[config.mk]
export PLATFORM = sky130hd
export DESIGN_NAME = sumador_secuencial_flat
export DESIGN_NICKNAME = d
export VERILOG_FILES = /design/src/rtl/sumador_pkg.sv /design/src/rtl/sumador_secuencial_if.sv /design/src/rtl/sumador_digito.sv /design/src/rtl/sumador_secuencial.sv /design/src/flat_wrapper.sv
export SDC_FILE = /design/constraint.sdc
export NUM_CORES = 1
export LEC_CHECK = 0
export BUFFER_PORTS_ARGS = -buffer_cell sky130_fd_sc_hd__buf_2
export CORE_MARGIN = 4
export CORE_UTILIZATION = 25
export CTS_CLUSTER_SIZE = 8
export DETAILED_ROUTE_END_ITERATION = 8
export HOLD_SLACK_MARGIN = 0.15
export PLACE_DENSITY_LB_ADDON = 0.2
export SLEW_MARGIN = 10
export SYNTH_ARGS = -nofsm -noshare
export SYNTH_HDL_FRONTEND = slang
export SYNTH_SLANG_ARGS = --single-unit
[constraint.sdc]
create_clock -name reloj -period 7.85 [get_ports reloj]
set_input_delay 0.3925 -clock reloj [delete_from_list [all_inputs] [get_ports reloj]]
set_output_delay 0.3925 -clock reloj [all_outputs]
set_load 0.005 [all_outputs]
[src/rtl/sumador_pkg.sv]
// rtl/sumador_pkg.sv - shared types and sizing helpers for the digit-serial adder
//
// Contents:
//   estado_t   : controller states LIBRE / SUMANDO / ENTREGA
//   pasos()    : number of digit steps for one operation (ANCHO/DIGITO)
//   ancho_paso(): step counter width, $clog2(PASOS) with a minimum of 1
package sumador_pkg;

  typedef enum logic [1:0] {
    LIBRE   = 2'd0,
    SUMANDO = 2'd1,
    ENTREGA = 2'd2
  } estado_t;

  function automatic int pasos(input int ancho, input int digito);
    return ancho / digito;
  endfunction

  function automatic int ancho_paso(input int n_pasos);
    return (n_pasos > 1) ? $clog2(n_pasos) : 1;
  endfunction

endpackage

[src/rtl/sumador_secuencial_if.sv]
// rtl/sumador_secuencial_if.sv - operand/result handshake bundle of sumador_secuencial
//
// Optional macro: SUMADOR_DESBORDE_EN adds the desborde signal.
// Signals:
//   entValido/entListo           operand handshake
//   entrada1/entrada2/entAcarreo operands and carry-in
//   salValido/salListo           result handshake
//   suma/acarreo                 registered sum and carry-out
//   ocupado                      operation in progress or result pending
//   desborde                     signed overflow (optional)
// Modports: master = operand producer / result consumer, slave = adder.
interface sumador_secuencial_if #(
  parameter int ANCHO = 16
);

  logic             entValido;
  logic             entListo;
  logic [ANCHO-1:0] entrada1;
  logic [ANCHO-1:0] entrada2;
  logic             entAcarreo;
  logic             salValido;
  logic             salListo;
  logic [ANCHO-1:0] suma;
  logic             acarreo;
  logic             ocupado;
`ifdef SUMADOR_DESBORDE_EN
  logic             desborde;

  modport master (
    output entValido, entrada1, entrada2, entAcarreo, salListo,
    input  entListo, salValido, suma, acarreo, ocupado, desborde
  );

  modport slave (
    input  entValido, entrada1, entrada2, entAcarreo, salListo,
    output entListo, salValido, suma, acarreo, ocupado, desborde
  );
`else
  modport master (
    output entValido, entrada1, entrada2, entAcarreo, salListo,
    input  entListo, salValido, suma, acarreo, ocupado
  );

  modport slave (
    input  entValido, entrada1, entrada2, entAcarreo, salListo,
    output entListo, salValido, suma, acarreo, ocupado
  );
`endif

endinterface

[src/rtl/sumador_digito.sv]
// rtl/sumador_digito.sv - combinational DIGITO-bit ripple-carry adder slice
//
// Ports:
//   i_a, i_b : DIGITO-bit operand slices
//   i_c      : carry-in
//   o_s      : DIGITO-bit sum
//   o_c      : carry out of the slice MSB
//   o_c_msb  : carry into the slice MSB (overflow detection)
module sumador_digito #(
  parameter int DIGITO = 4
) (
  input  logic [DIGITO-1:0] i_a,
  input  logic [DIGITO-1:0] i_b,
  input  logic              i_c,
  output logic [DIGITO-1:0] o_s,
  output logic              o_c,
  output logic              o_c_msb
);

  logic w_c;

  always_comb begin
    w_c     = i_c;
    o_s     = '0;
    o_c_msb = 1'b0;
    for (int k = 0; k < DIGITO; k++) begin
      if (k == DIGITO - 1) begin
        o_c_msb = w_c;
      end
      o_s[k] = i_a[k] ^ i_b[k] ^ w_c;
      w_c    = (i_a[k] & i_b[k]) | (w_c & (i_a[k] ^ i_b[k]));
    end
    o_c = w_c;
  end

endmodule

[src/rtl/sumador_secuencial.sv]
// rtl/sumador_secuencial.sv - digit-serial ANCHO-bit adder, DIGITO bits per clock
//
// Optional macro: SUMADOR_DESBORDE_EN enables the signed-overflow flag desborde.
// Ports:
//   reloj    : clock, rising edge
//   reinicio : synchronous active-high reset
//   io_bus   : sumador_secuencial_if.slave (operand/result handshakes, suma,
//              acarreo, ocupado, desborde)
// Parameters: ANCHO operand width, DIGITO bits per step (ANCHO % DIGITO == 0).
module sumador_secuencial
  import sumador_pkg::*;
#(
  parameter int ANCHO  = 16,
  parameter int DIGITO = 4
) (
  input  logic                 reloj,
  input  logic                 reinicio,
  sumador_secuencial_if.slave  io_bus
);

  localparam int PASOS = pasos(ANCHO, DIGITO);
  localparam int PW    = ancho_paso(PASOS);
  localparam logic [PW-1:0] ULTIMO = PW'(PASOS - 1);

  if ((DIGITO < 1) || (ANCHO % DIGITO != 0)) begin : g_param_err
    $error("sumador_secuencial: ANCHO must be a positive multiple of DIGITO");
  end

  estado_t          r_estado;
  estado_t          w_estado_sig;
  logic [ANCHO-1:0] r_a;
  logic [ANCHO-1:0] r_b;
  logic [ANCHO-1:0] r_suma;
  logic             r_carry;
  logic             r_acarreo;
  logic [PW-1:0]    r_paso;

  logic [DIGITO-1:0] w_slice_a;
  logic [DIGITO-1:0] w_slice_b;
  logic [DIGITO-1:0] w_slice_s;
  logic [ANCHO-1:0]  w_suma_sig;
  logic              w_c_out;
  logic              w_c_msb;
  logic              w_acepta;
  logic              w_ultimo;

  assign w_acepta = (r_estado == LIBRE) && io_bus.entValido;
  assign w_ultimo = (r_estado == SUMANDO) && (r_paso == ULTIMO);

  // Handshake flags come straight from the state register.
  assign io_bus.entListo  = (r_estado == LIBRE);
  assign io_bus.salValido = (r_estado == ENTREGA);
  assign io_bus.ocupado   = (r_estado != LIBRE);
  assign io_bus.suma      = r_suma;
  assign io_bus.acarreo   = r_acarreo;

  always_ff @(posedge reloj) begin
    if (reinicio) begin
      r_estado <= LIBRE;
    end else begin
      r_estado <= w_estado_sig;
    end
  end

  always_comb begin
    w_estado_sig = r_estado;
    case (r_estado)
      LIBRE:   if (io_bus.entValido) w_estado_sig = SUMANDO;
      SUMANDO: if (r_paso == ULTIMO) w_estado_sig = ENTREGA;
      ENTREGA: if (io_bus.salListo)  w_estado_sig = LIBRE;
      default: w_estado_sig = LIBRE;
    endcase
  end

  // Operands stay put after capture; the step counter picks the slice and
  // the matching destination field of suma.
  always_comb begin
    w_slice_a  = '0;
    w_slice_b  = '0;
    w_suma_sig = r_suma;
    for (int k = 0; k < PASOS; k++) begin
      if (r_paso == PW'(k)) begin
        w_slice_a = r_a[k*DIGITO +: DIGITO];
        w_slice_b = r_b[k*DIGITO +: DIGITO];
        w_suma_sig[k*DIGITO +: DIGITO] = w_slice_s;
      end
    end
  end

  sumador_digito #(
    .DIGITO (DIGITO)
  ) u_digito (
    .i_a     (w_slice_a),
    .i_b     (w_slice_b),
    .i_c     (r_carry),
    .o_s     (w_slice_s),
    .o_c     (w_c_out),
    .o_c_msb (w_c_msb)
  );

  always_ff @(posedge reloj) begin
    if (reinicio) begin
      r_a       <= '0;
      r_b       <= '0;
      r_carry   <= 1'b0;
      r_paso    <= '0;
      r_suma    <= '0;
      r_acarreo <= 1'b0;
    end else if (w_acepta) begin
      r_a     <= io_bus.entrada1;
      r_b     <= io_bus.entrada2;
      r_carry <= io_bus.entAcarreo;
      r_paso  <= '0;
    end else if (r_estado == SUMANDO) begin
      r_suma  <= w_suma_sig;
      r_carry <= w_c_out;
      r_paso  <= r_paso + PW'(1);
      if (w_ultimo) begin
        r_acarreo <= w_c_out;
      end
    end
  end

`ifdef SUMADOR_DESBORDE_EN
  logic r_desborde;

  // On the last step the slice MSB is the operand MSB, so the two carries
  // around it give the two's-complement overflow.
  always_ff @(posedge reloj) begin
    if (reinicio) begin
      r_desborde <= 1'b0;
    end else if (w_ultimo) begin
      r_desborde <= w_c_msb ^ w_c_out;
    end
  end

  assign io_bus.desborde = r_desborde;
`else
  // The carry into the MSB only feeds the overflow flag.
  logic w_unused;
  assign w_unused = w_c_msb;
`endif

endmodule

[src/flat_wrapper.sv]
// flat-port wrapper written by rule: the top's interface ports become plain ports
module sumador_secuencial_flat import sumador_pkg::*;
#(
  parameter int ANCHO  = 16,
  parameter int DIGITO = 4
)
  (reloj, reinicio, io_bus_entValido, io_bus_entrada1, io_bus_entrada2, io_bus_entAcarreo, io_bus_salListo, io_bus_entListo, io_bus_salValido, io_bus_suma, io_bus_acarreo, io_bus_ocupado);
  sumador_secuencial_if #(.ANCHO(ANCHO)) io_bus_i ();
  input  logic reloj;
  input  logic reinicio;
  input wire logic [$bits(io_bus_i.entValido)-1:0] io_bus_entValido;
  input wire logic [$bits(io_bus_i.entrada1)-1:0] io_bus_entrada1;
  input wire logic [$bits(io_bus_i.entrada2)-1:0] io_bus_entrada2;
  input wire logic [$bits(io_bus_i.entAcarreo)-1:0] io_bus_entAcarreo;
  input wire logic [$bits(io_bus_i.salListo)-1:0] io_bus_salListo;
  output wire logic [$bits(io_bus_i.entListo)-1:0] io_bus_entListo;
  output wire logic [$bits(io_bus_i.salValido)-1:0] io_bus_salValido;
  output wire logic [$bits(io_bus_i.suma)-1:0] io_bus_suma;
  output wire logic [$bits(io_bus_i.acarreo)-1:0] io_bus_acarreo;
  output wire logic [$bits(io_bus_i.ocupado)-1:0] io_bus_ocupado;
  assign io_bus_i.entValido = io_bus_entValido;
  assign io_bus_i.entrada1 = io_bus_entrada1;
  assign io_bus_i.entrada2 = io_bus_entrada2;
  assign io_bus_i.entAcarreo = io_bus_entAcarreo;
  assign io_bus_i.salListo = io_bus_salListo;
  assign io_bus_entListo = io_bus_i.entListo;
  assign io_bus_salValido = io_bus_i.salValido;
  assign io_bus_suma = io_bus_i.suma;
  assign io_bus_acarreo = io_bus_i.acarreo;
  assign io_bus_ocupado = io_bus_i.ocupado;
  sumador_secuencial #(.ANCHO(ANCHO), .DIGITO(DIGITO)) u_core (.reloj(reloj), .reinicio(reinicio), .io_bus(io_bus_i));
endmodule
# Word-level counts from Yosys, hierarchy flattened
# Index checks and enable logic that the tools add are counted.
[word_totals]
romBits = 0
out_inout_bits = 20
regBits = 54
mem_count = 0
ramBits = 0
latchBits = 0
input_bits = 37
[op_classes]
bitwise = 21
muxes = 14
n_addsub = 1
shift = 0
div = 0
magnitude_cmp = 0
reduce_logical = 13
n_eq_ne = 8
multipliers = 0
[ops]
columns = ["cell", "count"]
rows = [
  ["4-bit two-way mux", 8],
  ["3-bit AND reduction", 6],
  ["1-bit bitwise AND", 8],
  ["1-bit XOR", 8],
  ["2-bit equality test, second input constant", 3],
  ["2-bit two-way mux", 3],
  ["2-bit inequality test, second input constant", 3],
  ["2-bit one-hot mux with 3 select lines", 1],
  ["2-bit by 1-bit equality test with 1-bit output, second input constant", 2],
  ["2-bit logical NOT", 2],
  ["1-bit OR", 4],
  ["2-bit nonzero test", 2],
  ["2-bit by 1-bit adder with 2-bit output, second input constant", 1],
  ["1-bit logical AND", 2],
  ["1-bit two-way mux", 2],
  ["2-bit OR reduction", 1],
  ["1-bit NOT", 1],
]

# Longest topological paths before layout
# Gate-level depths: netlist of the first run.
[depth]
word_depth = 16
ltp_mapped = 16

# Cells and area by module
# Synthesis of the first run repeated with hierarchy kept, for this count alone.
[hier_totals]
hier_cells = 298
area_unflattened_um2 = 2374.8
[modules_own_cells]
columns = ["module", "area_per_inst_um2", "seq_area_each_um2", "n_inst", "cells_per_inst"]
rows = [
  ["sumador_secuencial", 2264.7, 1081.0, 1, 286],
  ["sumador_digito", 110.1, 0.0, 1, 12],
]

# Worst setup path before layout of the first run
# No wires, ideal clock.
[synth_timing]
path_kind = "reg2reg"
start = "register u_core.r_paso[1]"
end = "register u_core.r_suma[11], in the netlist u_core.io_bus.suma[11]"
arrival_time_ns = 2.867
path_stages_with_launch = 17
setup_slack_ns = 4.856
required_time_ns = 7.722
path_cell_list = "dfxtp_1 inv_1 ha_1 buf_4 nor2b_1 buf_2 a221o_1 a22oi_1 fa_1 inv_1 fa_1 inv_1 fa_1 inv_1 fa_1 mux2i_1 nor2_1"
[synth_between]
elab_chain_cells = 13
word_cells_on_any_way = 27
classes_between = "eq/ne (3); mux (8); bitwise (14); reduce/logical (2)"
[synth_lines]
columns = ["element", "line", "rtl"]
rows = [
  ["from (decl)", "sumador_secuencial.sv:36", "logic [PW-1:0] r_paso;"],
  ["from (signal assigned)", "sumador_secuencial.sv:117", "r_paso <= r_paso + PW'(1);"],
  ["2-bit logical NOT", "sumador_secuencial.sv:82", "if (r_paso == PW'(k)) begin"],
  ["4-bit two-way mux (4 in a row)", "sumador_secuencial.sv:82", ""],
  ["1-bit XOR", "sumador_digito.sv:31", "w_c = (i_a[k] & i_b[k]) | (w_c & (i_a[k] ^ i_b[k]));"],
  ["1-bit bitwise AND", "sumador_digito.sv:31", ""],
  ["1-bit OR", "sumador_digito.sv:31", ""],
  ["1-bit bitwise AND", "sumador_digito.sv:31", ""],
  ["1-bit OR", "sumador_digito.sv:31", ""],
  ["1-bit bitwise AND", "sumador_digito.sv:31", ""],
  ["1-bit OR", "sumador_digito.sv:31", ""],
  ["1-bit XOR (*)", "sumador_digito.sv:30", "o_s[k] = i_a[k] ^ i_b[k] ^ w_c;"],
  ["net u_core.u_digito.o_s[3]", "sumador_digito.sv:15", "output logic [DIGITO-1:0] o_s,"],
  ["to (signal assigned)", "sumador_secuencial.sv:115", "r_suma <= w_suma_sig;"],
  ["to (decl)", "sumador_secuencial.sv:33", "logic [ANCHO-1:0] r_suma;"],
]
# The timed path passes the listed nets; every way through them passes the cells marked *.
# A chain may end at the register's enable or synchronous reset.

# Worst setup path after layout of the first run
[layout_timing]
start = "register u_core.r_paso[1]"
end = "register u_core.r_suma[7], in the netlist u_core.io_bus.suma[7]"
# The elaborated chain is that of the path after synthesis.

==> implementation parameters, run 1 <==
Parameter                              Value

Finish
  Final instance area    2800 um^2
  Ant. Diodes    0
  Synth-to-layout area growth    16.8%
  FILL cells    around 1,100
  Fin nets    ~370
  Share of post-route cells with drive strength above 1    20.5%
  Commonest cells after routing, fill and taps aside    nand2_1, buf_2, dfxtp_1
  Total area of multi-input combinational cells    approximately 1100 um^2
  Most common library cell in the layout ignoring fill and taps    nand2_1
  Final Instance Count excl. Fillers    ~450
  Register Area    ~1100 um^2

Clock tree
  Buffers from clock root to sink, at most    2
  CTS Root Cell    clkbuf_8
  Post-CTS setup buffer count    0
  Clock tree from TritonCTS    yes
  Clock Latency Late Sink    around 300 ps
  Number of clock buffers inserted by TritonCTS    5
  PostCTS Resize Cnt    0
  Count of hold-fix buffers inserted at cts    0
  H-tree depth reported by CTS    2
  CTS sink cnt    54
  Clock slew at the register clock pins of the worst setup and hold paths    100 ps

Global routing
  All-layer global routing usage    between 10% and 20%
  Maximum number of pins on one net before global-route repair    55
  Via count of the first global-routing pass    between 1,500 and 2,000
  Sum of overflow across all layers after global routing    0
  First-pass GRT wire length    9470 um
  Initial antenna violation count    0

Placement
  # placed instances    443
  Placer's final routability congestion estimate    ~0.72
  DP Wirelength    4320 um
  Buffers on Ports    56
  Cell Area, Placed    about 2700 um^2

Logic synthesis
  Fraction of post-synthesis cell area in the top cell type by area    between 40% and 50%
  Register bit count reported by yosys    between 50 and 60
  Mapped Area    about 2400 um^2
  Synthesized Nets    between 300 and 400
  Yosys warning total    0
  Register area share after synthesis    45.2%
  Synth Area per Inst    approximately 8.5 um^2
  Synthesized instance count    roughly 280
  Cell types with the largest area share after synthesis    dfxtp_1, nand2_1, a21oi_1
  Count of unique library cells instantiated by Yosys    28
  Most area-hungry cell type in the Yosys netlist    dfxtp_1

Pwr
  Leakage power figure    ~1.1 nW
  Worst vdd rail ir drop    0.0000765 V
  Pwr dens    about 200 nW/um^2

Die
  Effective utilization at floorplan    approximately 26%
  Placeable Area    around 9300 um^2
  Number of placed I/O pins    57
  Core Rows    35
  Die W    about 110 um
  Die outline area    about 11,000 um^2
  Height of the die    106 um

Route
  WL/cell    13.1 um
  Number of search-and-repair iterations in the first detailed-routing pass    4
  Vias per std cell    ~4.4
  Routed via count    approximately 2,000
  Number of antenna-violating nets in the routed design    0
  Number of DRC violations after detailed routing    0
  Detailed-route wire length    slightly below 6000 um
  Iteration-0 DRC Markers    86

STA
  Final Hold Viols    0
  Slew at the pin with the worst max-slew slack    between 1000 and 1500 ps
  Timing-limited maximum frequency    0.282 GHz
  Finish-stage setup viols    0
  Hold slack    316 ps
  Slew Limit Headroom    24.5%
  Share of the cycle needed by the critical path after routing    a little under half
  Post-Route Setup TNS    0 ps
  Max-slew violation count    0
  Unrepaired setup endpoints after global routing    no
  Max Clock Skew    7.21 ps
  Final min period    ~3500 ps

Worst setup path
  Data arrival at the endpoint of the critical path    about 3700 ps
  Maximum fanout along the worst path    10
  Critical Path Source Type    flop
  Required time of the critical path    8000 ps
  Classification of the worst setup path    reg -> reg
  Crit path capture type    flop

Outcome
  Run status    complete, no violations

Hold path
  Path class of the lowest-slack min-delay path    in -> reg

Flow run
  MaxCap Viol Count    0
-- cell type report --
class                   instances  area share, %
repair buffers                 57           10.3
clock inverters                 1           1.07
well taps                     129           5.77
clock buffers                   7           2.73
multi-input cells             191           39.8
inverters                      12           1.61
flip-flops and latches         54           38.7
-- per-stage QoR --
step | utilization [%] | power (mW) | setup slack [ps]
3_5_place_dp | 29.0 | 0.378 | 4360
4_1_cts | 30.1 | 0.562 | 4320
5_1_grt | 30.1 | 0.582 | 3960
2_1_floorplan | - | 0.354 | 4860
6_report | 30.1 | 0.553 | 4300
3_3_place_gp | 29.0 | 0.376 | 4470
-- logic make-up after synthesis --
group,synth area share [%]
AO/OA/AOI/OAI,17.1
multiplexers,3.77
buffers and inverters,8.26
XOR/XNOR,0.366
AND/OR/NAND/NOR,19.9
adder cells (fa/ha/maj),5.44
flip-flops,45.2
-- cells in the mapped netlist, drive strengths merged --
cell,number
nand2,74
dfxtp,54
a21oi,40
buf,16
nor2,15
inv,12
a211oi,9
mux2i,9
clkbuf,8
nor2b,6
a221o,4
a221oi,4
a22oi,4
and3b,4
fa,4
ha,4
o31ai,4
nor3,3
and2b,1
nand2b,1
nand3b,1
nor3b,1
or2,1
or3b,1
xnor2,1
-- metal layers --
layer	share of wire (%)	wire length, um	up-vias	global-route usage (%)
met1	49	2920	892	14.8
met3	6.1	359	4	2.63
li1	-	-	1013	-
met5	0	0	-	0
met2	44	2600	60	16.1
met4	0.68	40	0	2.22
-- worst paths after layout --
| check | startpoint | slack, ps | cells after the start | to |
|---|---|---|---|---|
| setup / recovery | u_core.r_paso[1]$_SDFFE_PP0P_ | 4300 | 14 | u_core.io_bus.suma[7]$_SDFFE_PP0P_ |
| hold / removal | io_bus_entrada1[10] | 320 | 3 | u_core.r_a[10]$_SDFFE_PP0P_ |
| setup reg to reg | u_core.r_paso[1]$_SDFFE_PP0P_ | 4300 | 14 | u_core.io_bus.suma[7]$_SDFFE_PP0P_ |
| hold reg to reg | u_core.r_b[9]$_SDFFE_PP0P_ | 460 | 2 | u_core.r_b[9]$_SDFFE_PP0P_ |
-- registers in the layout, indices dropped and copies added, names as in the netlist --
signal and cells:
u_core.r_estado 2, u_core.r_paso 2, u_core.r_a 16, u_core.io_bus.acarreo 1
u_core.r_carry 1, u_core.r_b 16, u_core.io_bus.suma 16
-- report_power, final --
part           leakage [nW]  switching (mW)  internal [mW]
Combinational         0.630          0.0428         0.0312
Clock                0.0524          0.0872         0.0956
Sequential            0.441         0.00899          0.287
-- critical path, stage by stage, from the launching register on --
cell and delay [ps]:
dfxtp_1 380, inv_1 80, ha_1 300, nor2b_1 480, a221o_1 240, a22oi_1 90, fa_1 420, inv_1 70
fa_1 160, inv_1 50, fa_1 360, inv_1 80, fa_1 460, mux2i_1 160, nor2_1 60
No activity file was read; power rests on OpenSTA's default activity.
==> run 2: changes to the inputs <==
==> constraint.sdc (replaced) <==
create_clock -name reloj -period 3.3 [get_ports reloj]
set_input_delay 0.165 -clock reloj [delete_from_list [all_inputs] [get_ports reloj]]
set_output_delay 0.165 -clock reloj [all_outputs]
set_load 0.005 [all_outputs]
==> run 2 against run 1 <==
First-iteration DRC count decreased by 47%. Total power increased by 130%. Sequential power increased by 140%. Cell count increased by 8.2%. Wire length increased by 1.5%. Global-route usage increased by 0.28 points. Highest routed layer unchanged.
==> implementation parameters, run 2 (synthesized netlist as in run 1, its figures left out) <==
Parameter                              Value

Die
  Height of the die    106 um (unchanged)
  Placeable Area    9280 um^2 (unchanged)
  Die W    106 um (unchanged)
  Number of placed I/O pins    57 (unchanged)
  Die outline area    11,200 um^2 (unchanged)
  Core Rows    35 (unchanged)
  Effective utilization at floorplan    25.8% (unchanged)

STA
  Final Hold Viols    0 (unchanged)
  Unrepaired setup endpoints after global routing    no
  Max-slew violation count    0 (unchanged)
  Post-Route Setup TNS    0 ps (unchanged)
  Finish-stage setup viols    0 (unchanged)
  Final min period    3120 ps (-428 ps)
  Slew Limit Headroom    34.6% (+10 points)
  Share of the cycle needed by the critical path after routing    94.6% (+49 points)
  Max Clock Skew    8.81 ps (+1.60 ps)
  Hold slack    173 ps (-142 ps)
  Slew at the pin with the worst max-slew slack    982 ps (-152 ps)
  Setup slack of the critical path after layout    179 ps (-4120 ps)
  Timing-limited maximum frequency    0.320 GHz (+14%)

Finish
  Final Instance Count excl. Fillers    488 (+8.2%)
  Fin nets    403 (+10%)
  Register Area    1080 um^2 (+0.12%)
  Total area of multi-input combinational cells    1130 um^2 (+1.6%)
  End-of-flow core utilization    34.0% (+3.9 points)
  Final instance area    3160 um^2 (+13%)
  Ant. Diodes    0 (unchanged)
  Most common library cell in the layout ignoring fill and taps    nand2_1
  Synth-to-layout area growth    32.1%
  Commonest cells after routing, fill and taps aside    nand2_1, buf_2, dfxtp_1
  FILL cells    1,013 (-5.4%)
  Share of post-route cells with drive strength above 1    21.2% (+0.67 points)

Route
  Number of antenna-violating nets in the routed design    0 (unchanged)
  Detailed-route wire length    6010 um (+1.5%)
  Vias per std cell    4.22 (-3.4%)
  Routed via count    2,058 (+4.5%)
  Number of search-and-repair iterations in the first detailed-routing pass    4 (unchanged)
  WL/cell    12.3 um (-6.2%)
  Number of DRC violations after detailed routing    0 (unchanged)
  Iteration-0 DRC Markers    46 (-47%)

Global routing
  Initial antenna violation count    0 (unchanged)
  First-pass GRT wire length    9800 um (+3.5%)
  Maximum number of pins on one net before global-route repair    55 (unchanged)
  All-layer global routing usage    10.7% (+0.28 points)
  Sum of overflow across all layers after global routing    0 (unchanged)
  Via count of the first global-routing pass    1,983 (+4.1%)

Pwr
  Switch Pwr    0.337 mW (+140%)
  Internal Pwr Total    0.959 mW (+130%)
  Pwr Total    1.30 mW (+130%)
  Register share of total power    54.4% (+0.8 points)
  Logic pwr share    16.4% (+3.0 points)
  Worst vdd rail ir drop    0.000165 V (+120%)
  Clock network fraction of design power    29.2% (-3.8 points)
  Pwr dens    410 nW/um^2 (+110%)
  Fraction of power spent switching nets    26.0% (+0.86 points)
  Leakage power figure    1.28 nW (+14%)

Clock tree
  Buffers from clock root to sink, at most    2 (unchanged)
  CTS Root Cell    clkbuf_8
  H-tree depth reported by CTS    2 (unchanged)
  CTS sink cnt    54 (unchanged)
  Clock Latency Late Sink    300 ps (about the same)
  Number of clock buffers inserted by TritonCTS    5 (unchanged)
  Clock slew at the register clock pins of the worst setup and hold paths    100 ps (about the same)
  Clock tree from TritonCTS    yes

Placement
  Cell Area, Placed    2720 um^2 (+1.1%)
  # placed instances    447 (+0.90%)
  Worst slack at placement    103 ps (-4260 ps)
  Buffers on Ports    56 (unchanged)
  Placer's final routability congestion estimate    0.734 (+1.8%)
  DP Wirelength    4380 um (+1.3%)

Worst setup path
  Worst R2R Setup Slack    180 ps (-4120 ps)
  Crit path capture type    flop
  Sum of buffers and inverters on the critical path    4 (unchanged)
  Worst path most repeated cell    inv_1
  CP peak stage delay    570 ps (+90 ps)
  Kind of cell adding the most delay to the critical path    adder cells
  Slowest cell on the critical path    fa_2
  Data arrival at the endpoint of the critical path    3330 ps (-370 ps)
  Required time of the critical path    3510 ps (-4490 ps)
  Classification of the worst setup path    reg -> reg
  Maximum fanout along the worst path    5 (-5)
  Cells along the critical path    inv_1 > ha_1 > nor2b_4 > a221o_1 > a22oi_1 > fa_1 > inv_1 > fa_1 > inv_1 > fa_1 > inv_1 > fa_2 > nand2_1 > a21oi_1
  Critical Path Source Type    flop

Hold path
  Path class of the lowest-slack min-delay path    in -> reg

Outcome
  Run status    complete, no violations

Flow run
  MaxCap Viol Count    0 (unchanged)
run 2: power by group through the flow:
stage / logic, mW / clock network [mW] / registers, mW
global route: 0.242 / 0.419 / 0.708
finish: 0.213 / 0.379 / 0.705
floorplan: 0.130 / 0 / 0.712
detailed placement: 0.183 / 0 / 0.720
global placement: 0.180 / 0 / 0.720
CTS: 0.212 / 0.390 / 0.705
run 2: per-layer routing:
metal  wire length [um]  up-vias  global-route usage (%)
li1                   -     1087                       -
met1               3140      930                    15.1
met2               2630       39                    17.0
met3                231        2                    2.63
met4                 10        0                    1.67
met5                  0        -                       0
run 2: cell type report:
| cell class | instances | area share (%) |
|---|---|---|
| Sequential cell | 54 | 34.3 |
| Clock buffer | 7 | 2.73 |
| Multi-Input combinational cell | 191 | 35.8 |
| Inverter | 12 | 1.43 |
| Timing Repair Buffer | 94 | 20.5 |
| Tap cell | 129 | 5.11 |
| Clock inverter | 1 | 0.158 |
run 2: final timing paths:
check | from | endpoint | depth (start not counted)
setup / recovery | u_core.r_paso[0]$_SDFFE_PP0P_ | u_core.io_bus.suma[15]$_SDFFE_PP0P_ | 14
hold / removal | io_bus_entValido | u_core.r_estado[0]$_SDFFE_PP0P_ | 3
setup reg to reg | u_core.r_paso[0]$_SDFFE_PP0P_ | u_core.io_bus.suma[15]$_SDFFE_PP0P_ | 14
hold reg to reg | u_core.r_a[10]$_SDFFE_PP0P_ | u_core.r_a[10]$_SDFFE_PP0P_ | 2
run 2: tightest hold or removal path, stage by stage:
cell     delay (ps)
buf_2            90
mux2i_1          60
nor3_1          110
run 2: timing repair:
action	CTS	global route
hold endpoints to repair	33	0
setup buffers	0	0
gates resized for setup	0	6
hold buffers	33	0
setup endpoints to repair	0	5
